==> src/rtl/dataflow_sequencer.sv <==
`default_nettype none
// +--------------------------------------------------------------------------+
// | Module : dataflow_sequencer                                               |
// | Brief  : Multi-tile LOAD/COMPUTE/STORE sequencer with config/status regs. |
// | Rev    : 1.0  initial release                                             |
// +--------------------------------------------------------------------------+
module dataflow_sequencer #(
  parameter int ADDR_WIDTH = 32,
  parameter int DATA_WIDTH = 32,
  parameter int TILE_W     = 16,
  parameter int TMO_W      = 16
) (
  input  logic                  clk,
  input  logic                  reset,
  input  logic                  start_process,
  output logic                  process_done,
  input  logic [ADDR_WIDTH-1:0] cfg_addr,
  input  logic                  cfg_write,
  input  logic                  cfg_read,
  input  logic [DATA_WIDTH-1:0] cfg_wdata,
  output logic [DATA_WIDTH-1:0] cfg_rdata,
  output logic                  cfg_ready,
  output logic                  load_data,
  output logic                  compute_enable,
  output logic                  store_result,
  input  logic                  data_ready,
  input  logic                  compute_done,
  input  logic                  store_complete,
  output logic [TILE_W-1:0]     tile_index,
  output logic                  busy,
  output logic                  irq
);

  localparam int              c_TC_W     = (TILE_W < 16) ? TILE_W : 16;
  localparam logic [TILE_W-1:0] c_TILE_ONE = {{(TILE_W-1){1'b0}}, 1'b1};
  localparam logic [TMO_W-1:0]  c_TMO_ONE  = {{(TMO_W-1){1'b0}}, 1'b1};

  typedef enum logic [2:0] {
    S_IDLE    = 3'd0,
    S_LOAD    = 3'd1,
    S_COMPUTE = 3'd2,
    S_STORE   = 3'd3,
    S_DONE    = 3'd4,
    S_ERROR   = 3'd5
  } state_t;

  state_t              r_state, w_next;
  logic [TILE_W-1:0]   r_tile_count, r_tile_total, r_tile_index, r_tiles_done;
  logic [TMO_W-1:0]    r_timeout, r_tmo, r_phase_cnt;
  logic                r_irq_en, r_done_sticky, r_err_sticky, r_aborted;
  logic [DATA_WIDTH-1:0] w_rd_mux;
  logic                w_wr_ctrl, w_wr_tc, w_wr_tmo, w_wr_stat;
  logic                w_start, w_abort_req, w_abort, w_busy;
  logic                w_tmo_hit, w_last_tile, w_store_ack;
  logic                w_unused;

  assign w_wr_ctrl   = cfg_write && (cfg_addr[3:2] == 2'd0);
  assign w_wr_tc     = cfg_write && (cfg_addr[3:2] == 2'd1);
  assign w_wr_tmo    = cfg_write && (cfg_addr[3:2] == 2'd2);
  assign w_wr_stat   = cfg_write && (cfg_addr[3:2] == 2'd3);
  assign w_busy      = (r_state != S_IDLE);
  // Abort dominates a start written in the same cycle, even when idle.
  assign w_abort_req = w_wr_ctrl && cfg_wdata[1];
  assign w_start     = (start_process || (w_wr_ctrl && cfg_wdata[0])) && !w_abort_req;
  assign w_abort     = w_abort_req && w_busy;
  assign w_tmo_hit   = (r_tmo != '0) && (r_phase_cnt == (r_tmo - c_TMO_ONE));
  assign w_last_tile = (r_tile_index == (r_tile_total - c_TILE_ONE));
  assign w_unused    = ^{cfg_addr[ADDR_WIDTH-1:4], cfg_addr[1:0], cfg_wdata, r_tiles_done};

  always_comb begin
    w_next      = r_state;
    w_store_ack = 1'b0;
    case (r_state)
      S_IDLE:    if (w_start) w_next = (r_tile_count != '0) ? S_LOAD : S_DONE;
      S_LOAD:    if (data_ready) w_next = S_COMPUTE;
                 else if (w_tmo_hit) w_next = S_ERROR;
      S_COMPUTE: if (compute_done) w_next = S_STORE;
                 else if (w_tmo_hit) w_next = S_ERROR;
      S_STORE: begin
        if (store_complete) begin
          w_store_ack = 1'b1;
          w_next      = w_last_tile ? S_DONE : S_LOAD;
        end else if (w_tmo_hit) begin
          w_next = S_ERROR;
        end
      end
      S_DONE:  w_next = S_IDLE;
      S_ERROR: w_next = S_IDLE;
      default: w_next = S_IDLE;
    endcase
    if (w_abort) begin
      w_next      = S_IDLE;
      w_store_ack = 1'b0;
    end
  end

  always_comb begin
    w_rd_mux = '0;
    case (cfg_addr[3:2])
      2'd0: w_rd_mux[2] = r_irq_en;
      2'd1: w_rd_mux[TILE_W-1:0] = r_tile_count;
      2'd2: w_rd_mux[TMO_W-1:0] = r_timeout;
      default: begin
        w_rd_mux[0]           = w_busy;
        w_rd_mux[1]           = r_done_sticky;
        w_rd_mux[2]           = r_err_sticky;
        w_rd_mux[3]           = r_aborted;
        w_rd_mux[16 +: c_TC_W] = r_tiles_done[c_TC_W-1:0];
      end
    endcase
  end

  always_ff @(posedge clk) begin
    if (reset) begin
      r_state       <= S_IDLE;
      r_tile_count  <= '0;
      r_tile_total  <= '0;
      r_tile_index  <= '0;
      r_tiles_done  <= '0;
      r_timeout     <= '0;
      r_tmo         <= '0;
      r_phase_cnt   <= '0;
      r_irq_en      <= 1'b0;
      r_done_sticky <= 1'b0;
      r_err_sticky  <= 1'b0;
      r_aborted     <= 1'b0;
      cfg_ready     <= 1'b0;
      cfg_rdata     <= '0;
    end else begin
      r_state     <= w_next;
      r_phase_cnt <= (w_next != r_state) ? '0 : r_phase_cnt + c_TMO_ONE;
      if (r_state == S_IDLE && w_start) begin
        r_tile_total <= r_tile_count;
        r_tmo        <= r_timeout;
        r_tile_index <= '0;
        r_tiles_done <= '0;
      end
      if (w_store_ack) begin
        r_tiles_done <= r_tiles_done + c_TILE_ONE;
        if (!w_last_tile) r_tile_index <= r_tile_index + c_TILE_ONE;
      end
      if (w_wr_ctrl) r_irq_en <= cfg_wdata[2];
      if (w_wr_tc && !w_busy) r_tile_count <= cfg_wdata[TILE_W-1:0];
      if (w_wr_tmo && !w_busy) r_timeout <= cfg_wdata[TMO_W-1:0];
      if (w_wr_stat) begin
        if (cfg_wdata[1]) r_done_sticky <= 1'b0;
        if (cfg_wdata[2]) r_err_sticky  <= 1'b0;
        if (cfg_wdata[3]) r_aborted     <= 1'b0;
      end
      // Hardware set events take priority over a simultaneous W1C.
      if (r_state == S_DONE) r_done_sticky <= 1'b1;
      if (r_state == S_ERROR || w_abort) r_err_sticky <= 1'b1;
      if (w_abort) r_aborted <= 1'b1;
      cfg_ready <= cfg_read || cfg_write;
      cfg_rdata <= (cfg_read && !cfg_write) ? w_rd_mux : '0;
    end
  end

  assign load_data      = (r_state == S_LOAD);
  assign compute_enable = (r_state == S_COMPUTE);
  assign store_result   = (r_state == S_STORE);
  assign process_done   = (r_state == S_DONE);
  assign busy           = w_busy;
  assign tile_index     = r_tile_index;
  assign irq            = (r_done_sticky || r_err_sticky) && r_irq_en;

endmodule
`default_nettype wire

==> config.mk <==
export PLATFORM = sky130hd
export DESIGN_NAME = dataflow_sequencer
export DESIGN_NICKNAME = d
export VERILOG_FILES = /design/src/rtl/dataflow_sequencer.sv
export SDC_FILE = /design/constraint.sdc
export NUM_CORES = 1
export LEC_CHECK = 0
export ABC_CLOCK_PERIOD_IN_PS = 2600
export BUFFER_PORTS_ARGS = -buffer_cell sky130_fd_sc_hd__buf_2
export CAP_MARGIN = 15
export CORE_UTILIZATION = 40
export DETAILED_ROUTE_END_ITERATION = 16
export SLEW_MARGIN = 10
export SYNTH_ARGS = -nofsm -noshare
export SYNTH_HDL_FRONTEND = slang
export SYNTH_SLANG_ARGS = --single-unit
==> constraint.sdc <==
create_clock -name clk -period 2.6 [get_ports clk]
set_input_delay 0.26 -clock clk [delete_from_list [all_inputs] [get_ports clk]]
set_output_delay 0.26 -clock clk [all_outputs]
set_load 0.02 [all_outputs]
Word-level counts from Yosys, hierarchy flattened
Index checks and enable logic that the tools add are counted.
{"block": "totals", "in_bits": 72, "register_bits": 152}
{"block": "classes", "add_sub_neg": 5, "n_reduce_logical": 39, "eq_ne": 11, "muxes": 30, "bitwise": 1}
{"cell": "$mux W16", "count": 5}
{"cell": "$add A16 B1 Y16 const B", "count": 3}
{"cell": "$eq A16 B16 Y1", "count": 2}
{"cell": "$reduce_bool A16 Y1", "count": 2}
{"cell": "$sub A16 B1 Y16 const B", "count": 2}
{"cell": "$mux W3", "count": 8}
{"cell": "$pmux W12 S2", "count": 1}
{"cell": "$logic_and A1 B1 Y1", "count": 14}
{"cell": "$reduce_bool A2 Y1", "count": 7}
{"cell": "$mux W1", "count": 12}
{"cell": "$pmux W3 S4", "count": 1}
{"cell": "$eq A3 B2 Y1 const B", "count": 2}
{"cell": "$eq A3 B3 Y1 const B", "count": 2}
{"cell": "$pmux W1 S3", "count": 2}
{"cell": "$pmux W2 S3", "count": 1}
{"cell": "$reduce_and A2 Y1", "count": 3}
{"cell": "$reduce_or A5 Y1", "count": 1}
{"cell": "$eq A2 B2 Y1 const B", "count": 2}
{"cell": "$logic_or A1 B1 Y1", "count": 4}
{"cell": "$reduce_or A2 Y1", "count": 2}
{"cell": "$eq A3 B1 Y1 const B", "count": 1}
{"cell": "$logic_not A1 Y1", "count": 3}
{"cell": "$logic_not A3 Y1", "count": 1}
{"cell": "$ne A3 B3 Y1", "count": 1}
{"cell": "4 further kinds", "count": 4}

Logic depth before layout (Yosys ltp)
Gate-level depths: netlist of run 1.
{"block": "logic_depth", "ltp_word": 10, "ltp_mapped": 12, "depth_no_buf": 10}

Least setup slack after synthesis of run 1
No wires, ideal clock.
{"block": "synth_path", "path_type": "input-to-reg", "from": "input port cfg_addr[2]", "to": "register r_tiles_done[15]", "path_buffers": 2, "setup_ns": 0.065, "required_time_ns": 2.535, "setup_slack_ns": -0.168, "stages": 12, "t_arrival_ns": 2.702, "path_cell_list": "inv_1 ha_1 and3_1 clkbuf_1 or4b_1 clkbuf_1 nor4_1 nand3_1 nor2_1 nand3_1 mux2_1 nor2_1"}
{"block": "synth_via", "elab_chain_cells": 7}
{"item": "start: declaration", "line_no": "17", "text": "input logic [ADDR_WIDTH-1:0] cfg_addr,"}
{"item": "$logic_not A2 Y1 (*)", "line_no": "57", "text": "assign w_wr_ctrl = cfg_write && (cfg_addr[3:2] == 2'd0);"}
{"item": "$logic_and A1 B1 Y1 (*)", "line_no": "57"}
{"item": "$logic_and A1 B1 Y1 (on tied branches)", "line_no": "64, 63"}
{"item": "$logic_or A1 B1 Y1 or $logic_not A1 Y1 (tied branches)", "line_no": "64", "text": "assign w_start = (start_process || (w_wr_ctrl && cfg_wdata[0])) && !w_abort_req;"}
{"item": "$logic_and A1 B1 Y1", "line_no": "64"}
{"item": "$logic_and A1 B1 Y1", "line_no": "132", "text": "if (r_state == S_IDLE && w_start) begin"}
{"item": "$reduce_bool A2 Y1 (no line)"}
{"item": "end signal: assignment", "line_no": "139", "text": "r_tiles_done <= r_tiles_done + c_TILE_ONE;"}
{"item": "end: declaration", "line_no": "48", "text": "logic [TILE_W-1:0] r_tile_count, r_tile_total, r_tile_index, r_tiles_done;"}
Mark *: on every way between the ends. The rest lies on a longest branch, timed or not.
A chain may end at the register's enable or synchronous reset.

Final worst setup path of run 1
{"block": "layout_path", "from": "register r_tile_total[2]", "to": "register r_tile_index[13] (netlist: tile_index[13])"}
{"block": "layout_via", "elab_chain_cells": 4}
{"item": "start: declaration", "line_no": "48"}
{"item": "start signal: assignment", "line_no": "133", "text": "r_tile_total <= r_tile_count;"}
{"item": "$sub A16 B1 Y16", "line_no": "67", "text": "assign w_last_tile = (r_tile_index == (r_tile_total - c_TILE_ONE));"}
{"item": "$eq A16 B16 Y1", "line_no": "67"}
{"item": "$mux W16", "line_no": "140", "text": "if (!w_last_tile) r_tile_index <= r_tile_index + c_TILE_ONE;"}
{"item": "$mux W16", "line_no": "138", "text": "if (w_store_ack) begin"}
{"item": "end signal: assignment", "line_no": "140"}
{"item": "end: declaration", "line_no": "48"}
Every way passes these cells.

==> results of run 1 <==
-- kinds of logic after synthesis --
| kind of cell | count (synthesis) | share of synthesized area |
|---|---|---|
| and+or+nand+nor | 424 | 0.2844 |
| AOI/OAI and AO/OA | 178 | 0.1564 |
| DFF | 152 | 0.4197 |
| buffers and inverters | 73 | 0.03918 |
| xor gates and xnor gates | 53 | 0.06593 |
| muxes | 11 | 0.01536 |
| adders and majority gates | 11 | 0.01898 |
-- worst reg2reg max path: stages, from the launching register on --
cell	delay, ns
dfxtp_2	0.32
or4_4	0.56
buf_6	0.14
nor4_4	0.35
buf_4	0.17
a211oi_2	0.07
a211oi_2	0.18
o22ai_1	0.13
buf_4	0.17
buf_6	0.11
o21ai_4	0.25
a211oi_2	0.07
a31o_1	0.21
-- registers in the layout, indices dropped and copies added, names as in the netlist, 3 cells and up --
| register | count |
|---|---|
| cfg_rdata | 32 |
| r_phase_cnt | 16 |
| r_tile_count | 16 |
| r_tile_total | 16 |
| r_tiles_done | 16 |
| r_timeout | 16 |
| r_tmo | 16 |
| tile_index | 16 |
| r_state | 3 |
-- report_power, final --
| part | switching, W | internal (W) | total (W) |
|---|---|---|---|
| Sequential | 0.0000786 | 0.00240 | 0.00248 |
| Clock | 0.000989 | 0.00133 | 0.00232 |
| Combinational | 0.000704 | 0.000489 | 0.00119 |
-- path summary, 6_finish.rpt --
path	from	to	slack, ns	cells after the start
worst max-delay path	r_tile_total[2]	tile_index[13]	-0.24	12
worst min-delay path	cfg_read	cfg_ready	0.06	3
worst max register to register	r_tile_total[2]	tile_index[13]	-0.24	12
worst min register to register	r_timeout[8]	r_timeout[8]	0.47	2
-- final cells by class --
type                            instances  area share
Clock buffer                           19     0.04678
Multi-Input combinational cell        677      0.4491
Clock inverter                         12     0.01057
Inverter                               19    0.007533
Sequential cell                       152      0.3218
Timing Repair Buffer                  187      0.1345
Tap cell                              225     0.02973
-- metrics by stage --
| stage | TNS (ns) | std cells | area [µm²] | util | hold WS (ns) |
|---|---|---|---|---|---|
| detailed placement | -7.134 | 1250 | 8542 | 0.4888 | 0.4608 |
| global route | -8.851 | 1291 | 9468 | 0.5417 | 0.05156 |
| global placement | -5.953 | 1250 | 8542 | 0.4888 | 0.4575 |
| CTS | -4.021 | 1290 | 9387 | 0.5371 | 0.04430 |
| finish | -5.530 | 1291 | 9468 | 0.5417 | 0.06467 |
| floorplan | -0.3618 | 902 | 7318 | - | 0.3758 |
-- routing by layer --
| layer | GRT usage | vias to the layer above | wire (µm) |
|---|---|---|---|
| li1 | - | 3433 | - |
| met1 | 0.3194 | 3217 | 10130 |
| met2 | 0.3398 | 158 | 9074 |
| met3 | 0.04111 | 27 | 880 |
| met4 | 0.07222 | 0 | 342 |
| met5 | 0 | - | 0 |
-- cells in the mapped netlist (all sizes together), types with 4 or more instances --
master,number,area [µm²]
and2,21,131.4
nor2,80,325.3
or2,17,106.4
clkbuf,46,172.7
nand4,10,68.81
mux2i,10,100.1
nand3,34,170.2
or4,5,37.54
a31o,4,35.03
inv,19,71.32
nor4,21,158.9
ha,11,137.6
nand2,170,638.1
a211oi,11,87.58
a21oi,91,455.4
and3,12,75.07
a31oi,4,25.02
or3,8,50.05
xor2,26,227.7
nor3b,6,45.04
nor3,21,110.1
dfxtp,152,3043
xnor2,26,227.7
nor2b,5,31.28
buf,8,40.04
a22oi,16,120.1
o21ai,15,75.07
-- timing repair --
action                                  CTS  global route
endpoints found under the setup margin   32            34
setup buffers                             8             2
cloned                                    1             0
pin swaps                                14             9
resized for setup                        44            12
==> out/results.txt, run 1 <==
status = finished with violations
failing checks = negative setup slack
Largest stage delay, worst path = 0.56 ns
HP Class = in2reg
Register Area = 3047 µm²
total wire length = 20.43 mm
critical path endpoint category = flop
multi-input logic area = 4252 µm²
maxcap violations = 0
synthesized area = 7249 µm²
largest net degree at the start of global routing = 49
post-route antenna net violation count = 0
Place WS = -0.3007 ns
Async SR Flop Fraction = 0
Post-synth EDFFs = 0
antenna violations before repair = 0
FP Rows = 48
Fmax = 0.3517 GHz
# fillers = 1,627
CTS tree = yes
Crit-path slowest cell = or4_4
largest delay contributor family on the critical path = simple AND/OR/NAND/NOR gates
routability cong. = 0.8503
Clock Tree Buf Depth = 2
Hold Buf Count CTS = 0
Synth Warn # = 0
number of global-route vias before repair = 6,146
Synth Instances = 902
final worst path period need = 2.843 ns
CP max FO = 7
Area growth syn-to-layout = 30.60%
drt drc = 0
Pleak = 3.740 nW
actual transition at the worst max-transition pin = 0.5292 ns
commonest cells after routing, fill and taps aside = nand2_1 (170), dfxtp_1 (149), buf_4 (93), a21oi_1 (89), buf_2 (80)
CP Launch Type = flop
number of synthesized register bits = 152
port bufs = 80
Die Height = 136.6 µm
Crit path arrival time = 3.15 ns
Overflow after GRT = 0
Vias per Instance = 5.294
Max IR drop VDD = 0.4918 mV
Avg Cell Area, Syn = 8.037 µm²
die area = 18,670 µm²
Final setup viols = 34
fin worst setup slack = -0.2432 ns
share of layout cells above drive strength 1 = 0.2749
sequential share of the synthesized area = 0.4197
fin crit share = 1.094
Num CTS Buffers = 17
CP Class = reg2reg
number of distinct library cells after synthesis = 69
Slew headroom = 0.6472
Layout Nets = 1,137
CTS Sinks = 152
Clock Latency Late Sink = 0.43 ns
H-tree Lvls = 4
clock-pin slew on the worst setup and hold paths = 0.06 ns
Via Count = 6,835
Die Width = 136.6 µm
clk root buf = clkbuf_16
clock skew = 0.01146 ns
post-DP HPWL = 14.42 mm
final hold vios = 0
IO Pins = 127
Pwr Density = 633.1 nW/µm²
CORE AREA = 17,480 µm²
iteration count of the initial detailed-routing pass = 4
worst path required time = 2.91 ns
diode count = 0
CP Buf/Inv Count = 4
total track usage = 0.2245
first-pass GRT wire length = 32.54 mm
commonest non-fill, non-tap cell in the layout = nand2_1
final count of pins violating max slew = 0
Critical Path Most Common Cell = a211oi_2
Avg WL per Cell = 15.82 µm
total power = 0.005994 W
main flop type after synthesis = dfxtp_1
crit-path cells = or4_4 -> buf_6 -> nor4_4 -> buf_4 -> a211oi_2 -> a211oi_2 -> o22ai_1 -> buf_4 -> buf_6 -> o21ai_4 -> a211oi_2 -> a31o_1
unrepaired setup endpoints after global routing = true
Initial DRC Count = 483
initial core utilization = 0.4148
post-synthesis net count = 985
(Power assumes the default switching activity.)
==> run 2, diff against run 1 <==
ABC_CLOCK_PERIOD_IN_PS = 2900   (was 2600)
clock period = 2.9 ns   (was 2.6 ns; I/O delays follow)
==> run 2 against run 1 <==
Net effect:
- the run now ends clean
- highest routed layer unchanged
- first-iteration DRC count rose by 0.62%
- power fell by 13%
- die area did not move
- via count fell by 2.3%
- worst hold slack improved by 0.024 ns
- core utilization fell by 3.5 points
- final area fell by 6.4%
- critical path depth fell by 2
- sequential cell count did not move
- non-clock buffer count fell by 45
- register-to-register slack improved by 0.36 ns
- largest power group unchanged
- fmax rose by 2.2%
==> out/results.txt, run 2 (synthesis results as in run 1) <==
Initial DRC Count = 486 (+0.62%)
share of layout cells above drive strength 1 = 0.2211 (-0.05372)
total track usage = 0.2106 (-0.01392)
CP startpoint = r_tmo[0]
Overflow after GRT = 0 (unchanged)
Layout Nets = 1,092 (-4.0%)
Non-Filler Instances = 1,247 (-3.4%)
post-DP HPWL = 13.74 mm (-4.7%)
Place WS = -0.1755 ns (+0.1252 ns)
fin worst setup slack = 0.1186 ns (+0.3619 ns)
largest net degree at the start of global routing = 49 (unchanged)
Die Height = 136.6 µm (unchanged)
clk root buf = clkbuf_16
clock skew = 0.01166 ns (+0.0001994 ns)
iteration count of the initial detailed-routing pass = 6 (+2)
drt drc = 0 (unchanged)
Die Width = 136.6 µm (unchanged)
Vias per Instance = 5.354 (+1.1%)
final hold vios = 0 (unchanged)
routability cong. = 0.8182 (-3.8%)
number of global-route vias before repair = 5,836 (-5.0%)
IO Pins = 127 (unchanged)
register name with the most flops = cfg_rdata
total wire length = 19.14 mm (-6.3%)
Area growth syn-to-layout = 22.28%
initial core utilization = 0.4148 (unchanged)
crit-path cells = or4_4 -> nor3_1 -> o21ai_0 -> a32oi_1 -> o2111ai_2 -> buf_4 -> o41a_1 -> o31ai_4 -> buf_12 -> nor2_1
CTS Sinks = 152 (unchanged)
# fillers = 1,711 (+5.2%)
fin crit share = 0.9591 (-0.1345)
Cells after DPL = 1,215 (-2.8%)
final worst path period need = 2.781 ns (-0.06186 ns)
Post-CTS Setup Bufs = 0 (-8)
Largest stage delay, worst path = 0.58 ns (+0.02 ns)
clock-pin slew on the worst setup and hold paths = 0.06 ns (about the same)
final count of pins violating max slew = 0 (unchanged)
Final setup viols = 0 (-100%)
HP Class = in2reg
commonest non-fill, non-tap cell in the layout = nand2_1
first-pass GRT wire length = 30.86 mm (-5.2%)
commonest cells after routing, fill and taps aside = nand2_1 (170), dfxtp_1 (152), a21oi_1 (91), buf_2 (80), nor2_1 (69)
Crit-path slowest cell = or4_4
Pleak = 3.447 nW (-7.8%)
CP Class = reg2reg
Via Count = 6,677 (-2.3%)
maxcap violations = 0 (unchanged)
status = completed
Slew headroom = 0.5596 (-0.08763)
actual transition at the worst max-transition pin = 0.6606 ns (+0.1314 ns)
CORE AREA = 17,480 µm² (unchanged)
CTS tree = yes
Num CTS Buffers = 17 (unchanged)
max reg flops = 32 (unchanged)
FF-to-FF Start = r_tmo[0]
Avg WL per Cell = 15.35 µm (-3.0%)
worst hold start = cfg_read
Clock Latency Late Sink = 0.42 ns (about the same)
H-tree Lvls = 4 (unchanged)
Pwr Density = 589.4 nW/µm² (-6.9%)
die area = 18,670 µm² (unchanged)
post-route antenna net violation count = 0 (unchanged)
CP max FO = 16 (+9)
antenna violations before repair = 0 (unchanged)
Max IR drop VDD = 0.4939 mV (+0.44%)
worst path required time = 3.21 ns (+0.30 ns)
critical path endpoint category = flop
FP Rows = 48 (unchanged)
port bufs = 80 (unchanged)
hold slack = 0.08872 ns (+0.02404 ns)
Fmax = 0.3595 GHz (+2.2%)
diode count = 0 (unchanged)
CP Launch Type = flop
Crit path arrival time = 3.09 ns (-0.06 ns)
Clock Tree Buf Depth = 2 (unchanged)
## run 2: layout make-up
type | count | area (µm²) | share of cell area
inverters | 19 | 71.32 | 0.008045
clock buffers | 19 | 432.9 | 0.04884
repair buffers | 142 | 878.3 | 0.09908
flip-flops and latches | 152 | 3043 | 0.3433
multi-input cells | 677 | 4046 | 0.4565
clock inverters | 13 | 111.4 | 0.01256
well taps | 225 | 281.5 | 0.03176
## run 2: path summary, 6_finish.rpt
path | to | depth (start not counted) | slack (ns)
worst min register to register | r_tmo[15] | 2 | 0.47
worst max register to register | r_phase_cnt[2] | 10 | 0.12
worst min-delay path | cfg_ready | 3 | 0.09
worst max-delay path | r_phase_cnt[2] | 10 | 0.12
## run 2: report_power, final
group          switching [W]  leakage, nW  total (W)  internal (W)
Clock               0.000938        0.254    0.00206       0.00112
Sequential         0.0000802         1.23    0.00223       0.00215
Combinational       0.000574         1.97   0.000937      0.000362
## run 2: layer usage
| layer | global-route usage | vias up | share of wire |
|---|---|---|---|
| met1 | 0.3173 | 3157 | 0.50 |
| met2 | 0.3125 | 158 | 0.45 |
| met5 | 0 | - | 0 |
| met4 | 0.05802 | 0 | 0.0090 |
| li1 | - | 3348 | - |
| met3 | 0.02444 | 14 | 0.047 |
## run 2: stage by stage
| step | util | TNS, ns | power [W] | instance area (µm²) |
|---|---|---|---|---|
| floorplan | - | 0 | 0.002874 | 7249 |
| global placement | 0.4696 | -0.7484 | 0.003178 | 8208 |
| detailed placement | 0.4696 | -1.782 | 0.003187 | 8208 |
| CTS | 0.5009 | 0 | 0.005228 | 8755 |
| global route | 0.5072 | -0.04155 | 0.005456 | 8865 |
| finish | 0.5072 | 0 | 0.005225 | 8865 |
## run 2: repair_timing
action / CTS / global route
cloned: 0 / 0
gates resized for setup: 1 / 19
hold endpoints to repair: 0 / 0
setup endpoints to repair: 17 / 34
hold buffers: 0 / 0
pin swaps: 0 / 4
## run 2: worst max-delay path: cells and delay by family, from the launching register on
family	cells	cell delay [ns]
simple gates	3	0.87
buf+inv	2	0.37
compound gates	5	1.08
flops	1	0.34
==> run 3, diff against run 2 <==
CORE_UTILIZATION = 35   (was 40)
SETUP_SLACK_MARGIN = 0.2   (was default)
==> run 3 against run 2 <==
Net effect:
- final cell count rose by 3.4%
- via count rose by 0.27%
- clock power rose by 15%
- routed wire length rose by 2.9%
==> out/results.txt, run 3 (synthesis results as in run 1) <==
CORE AREA = 20,300 µm² (+16%)
initial core utilization = 0.3571 (-0.05768)
die area = 21,290 µm² (+14%)
Fmax = 0.3606 GHz (+0.28%)
final worst path period need = 2.773 ns (-0.007888 ns)
register share of total power = 0.396 (-0.031)
final count of pins violating max slew = 0 (unchanged)
Pwr Density = 614.7 nW/µm² (+4.3%)
port bufs = 80 (unchanged)
register name with the most flops = cfg_rdata
Internal = 0.004012 W (+10%)
first-pass GRT wire length = 31.92 mm (+3.4%)
diode count = 0 (unchanged)
sw power = 0.001617 W (+1.5%)
drt drc = 0 (unchanged)
clk root buf = clkbuf_16
max reg flops = 32 (unchanged)
Via Count = 6,695 (+0.27%)
share of layout cells above drive strength 1 = 0.2343 (+0.01318)
Finished Core Util = 0.4511 (-0.05617)
CP max FO = 8 (-8)
final hold vios = 0 (unchanged)
total power = 0.005629 W (+7.7%)
Die Height = 145.9 µm (+6.8%)
Vias per Instance = 5.190 (-3.1%)
Num CTS Buffers = 17 (unchanged)
actual transition at the worst max-transition pin = 0.6813 ns (+0.02070 ns)
Area growth syn-to-layout = 26.30%
clock-pin slew on the worst setup and hold paths = 0.06 ns (about the same)
post-DP HPWL = 14.07 mm (+2.4%)
commonest cells after routing, fill and taps aside = nand2_1 (170), dfxtp_1 (150), a21oi_1 (91), buf_2 (81), nor2_1 (66)
# fillers = 2,064 (+21%)
clock skew = 0.01050 ns (-0.001160 ns)
Cells after DPL = 1,251 (+3.0%)
Max IR drop VDD = 0.3722 mV (-25%)
Combinational Power Share = 0.185 (+0.006)
Crit path arrival time = 3.09 ns (about the same)
Clock Latency Late Sink = 0.43 ns (about the same)
setup tns final = 0 ns (unchanged)
CTS tree = yes
total wire length = 19.70 mm (+2.9%)
number of global-route vias before repair = 6,140 (+5.2%)
IO Pins = 127 (unchanged)
H-tree Lvls = 4 (unchanged)
Sw Share = 0.2873 (-0.01752)
Initial DRC Count = 357 (-27%)
antenna violations before repair = 0 (unchanged)
FP Rows = 52 (+8.3%)
maxcap violations = 0 (unchanged)
post-route antenna net violation count = 0 (unchanged)
Pleak = 3.517 nW (+2.0%)
HP Class = in2reg
critical path endpoint category = flop
Avg WL per Cell = 15.27 µm (-0.51%)
Clock Tree Buf Depth = 2 (unchanged)
fin worst setup slack = 0.1265 ns (+0.007888 ns)
Non-Filler Instances = 1,290 (+3.4%)
Die Width = 145.9 µm (+6.8%)
Slew headroom = 0.5458 (-0.01380)
CP Launch Type = flop
CP Class = reg2reg
Place WS = 0.04576 ns (+0.2213 ns)
clock share of power = 0.418 (+0.025)
CTS Sinks = 152 (unchanged)
Overflow after GRT = 0 (unchanged)
total track usage = 0.1881 (-0.02250)
unrepaired setup endpoints after global routing = true
iteration count of the initial detailed-routing pass = 5 (-1)
Final setup viols = 0 (unchanged)
status = completed
worst path required time = 3.21 ns (about the same)
fin crit share = 0.9564 (-0.002720)
Hold Buf Count CTS = 0 (unchanged)
commonest non-fill, non-tap cell in the layout = nand2_1
largest net degree at the start of global routing = 60 (+22%)
R2R depth = 11 (+1)
WHS Path Cells = 3 (unchanged)
Layout Nets = 1,091 (-0.092%)
routability cong. = 0.8406 (+2.7%)
[run 3: cell count changes in the layout (fill, tap and decap cells not counted), moves of 2 or more]
cell | before | now
a211oi_1 | 10 | 8
a211oi_2 | 1 | 3
buf_4 | 61 | 56
bufinv_16 | 0 | 4
clkinvlp_4 | 4 | 2
dfxtp_1 | 152 | 150
dfxtp_2 | 0 | 2
nor2_1 | 69 | 66
nor2_2 | 10 | 7
nor2_4 | 1 | 7
nor3_1 | 19 | 16
nor3_2 | 2 | 4
nor4_2 | 6 | 4
nor4_4 | 3 | 6
[run 3: worst max-delay path, cell delays in order, from the launching register on]
cell	delay [ns]
dfxtp_2	0.33
or4_4	0.56
buf_4	0.16
nor3_2	0.15
o21ai_1	0.10
a32oi_2	0.19
o2111ai_2	0.19
o41a_1	0.40
o31ai_4	0.23
buf_12	0.16
buf_12	0.14
nor2_1	0.05
[run 3: worst paths after layout]
path | start | endpoint | slack, ns
setup / recovery | r_tmo[2] | r_phase_cnt[3] | 0.13
hold / removal | cfg_read | cfg_ready | 0.08
setup reg to reg | r_tmo[2] | r_phase_cnt[3] | 0.13
hold reg to reg | r_timeout[15] | r_tmo[15] | 0.46
[run 3: repair_timing]
| action | 4_1_cts | 5_1_grt |
|---|---|---|
| setup buffers | 4 | 2 |
| gates cloned | 1 | 1 |
| pin swaps | 14 | 19 |
| gates resized for setup | 18 | 29 |
| setup endpoints to repair | 30 | 34 |
[run 3: routing by layer]
layer | vias to the layer above | GRT usage | wire length, µm
met5 | - | 0 | 0
met4 | 0 | 0.06316 | 290
met3 | 21 | 0.03354 | 802
met2 | 159 | 0.2754 | 8618
met1 | 3171 | 0.2755 | 9988
li1 | 3344 | - | -
[run 3: power groups by stage]
stage	clock network (W)	registers [W]	logic, W
floorplan	0	0.00225	0.000624
global placement	0	0.00227	0.000895
detailed placement	0	0.00227	0.000899
CTS	0.00239	0.00223	0.000997
global route	0.00250	0.00224	0.00114
finish	0.00236	0.00223	0.00104
[run 3: area by class of cell]
class | count | area (µm²) | area share
clock buffers | 18 | 429.2 | 0.04687
clock inverters | 13 | 192.7 | 0.02104
inverters | 19 | 71.32 | 0.007789
multi-input cells | 677 | 4175 | 0.4560
flip-flops and latches | 152 | 3045 | 0.3326
well taps | 270 | 337.8 | 0.03690
repair buffers | 141 | 904.6 | 0.09880
[run 3: through the flow]
step	hold WS [ns]	cell area (µm²)
after floorplan	0.4058	7267
after global placement	0.4569	8214
after detailed placement	0.4602	8214
after CTS	0.06652	8989
after global routing	0.07780	9156
final	0.08444	9156
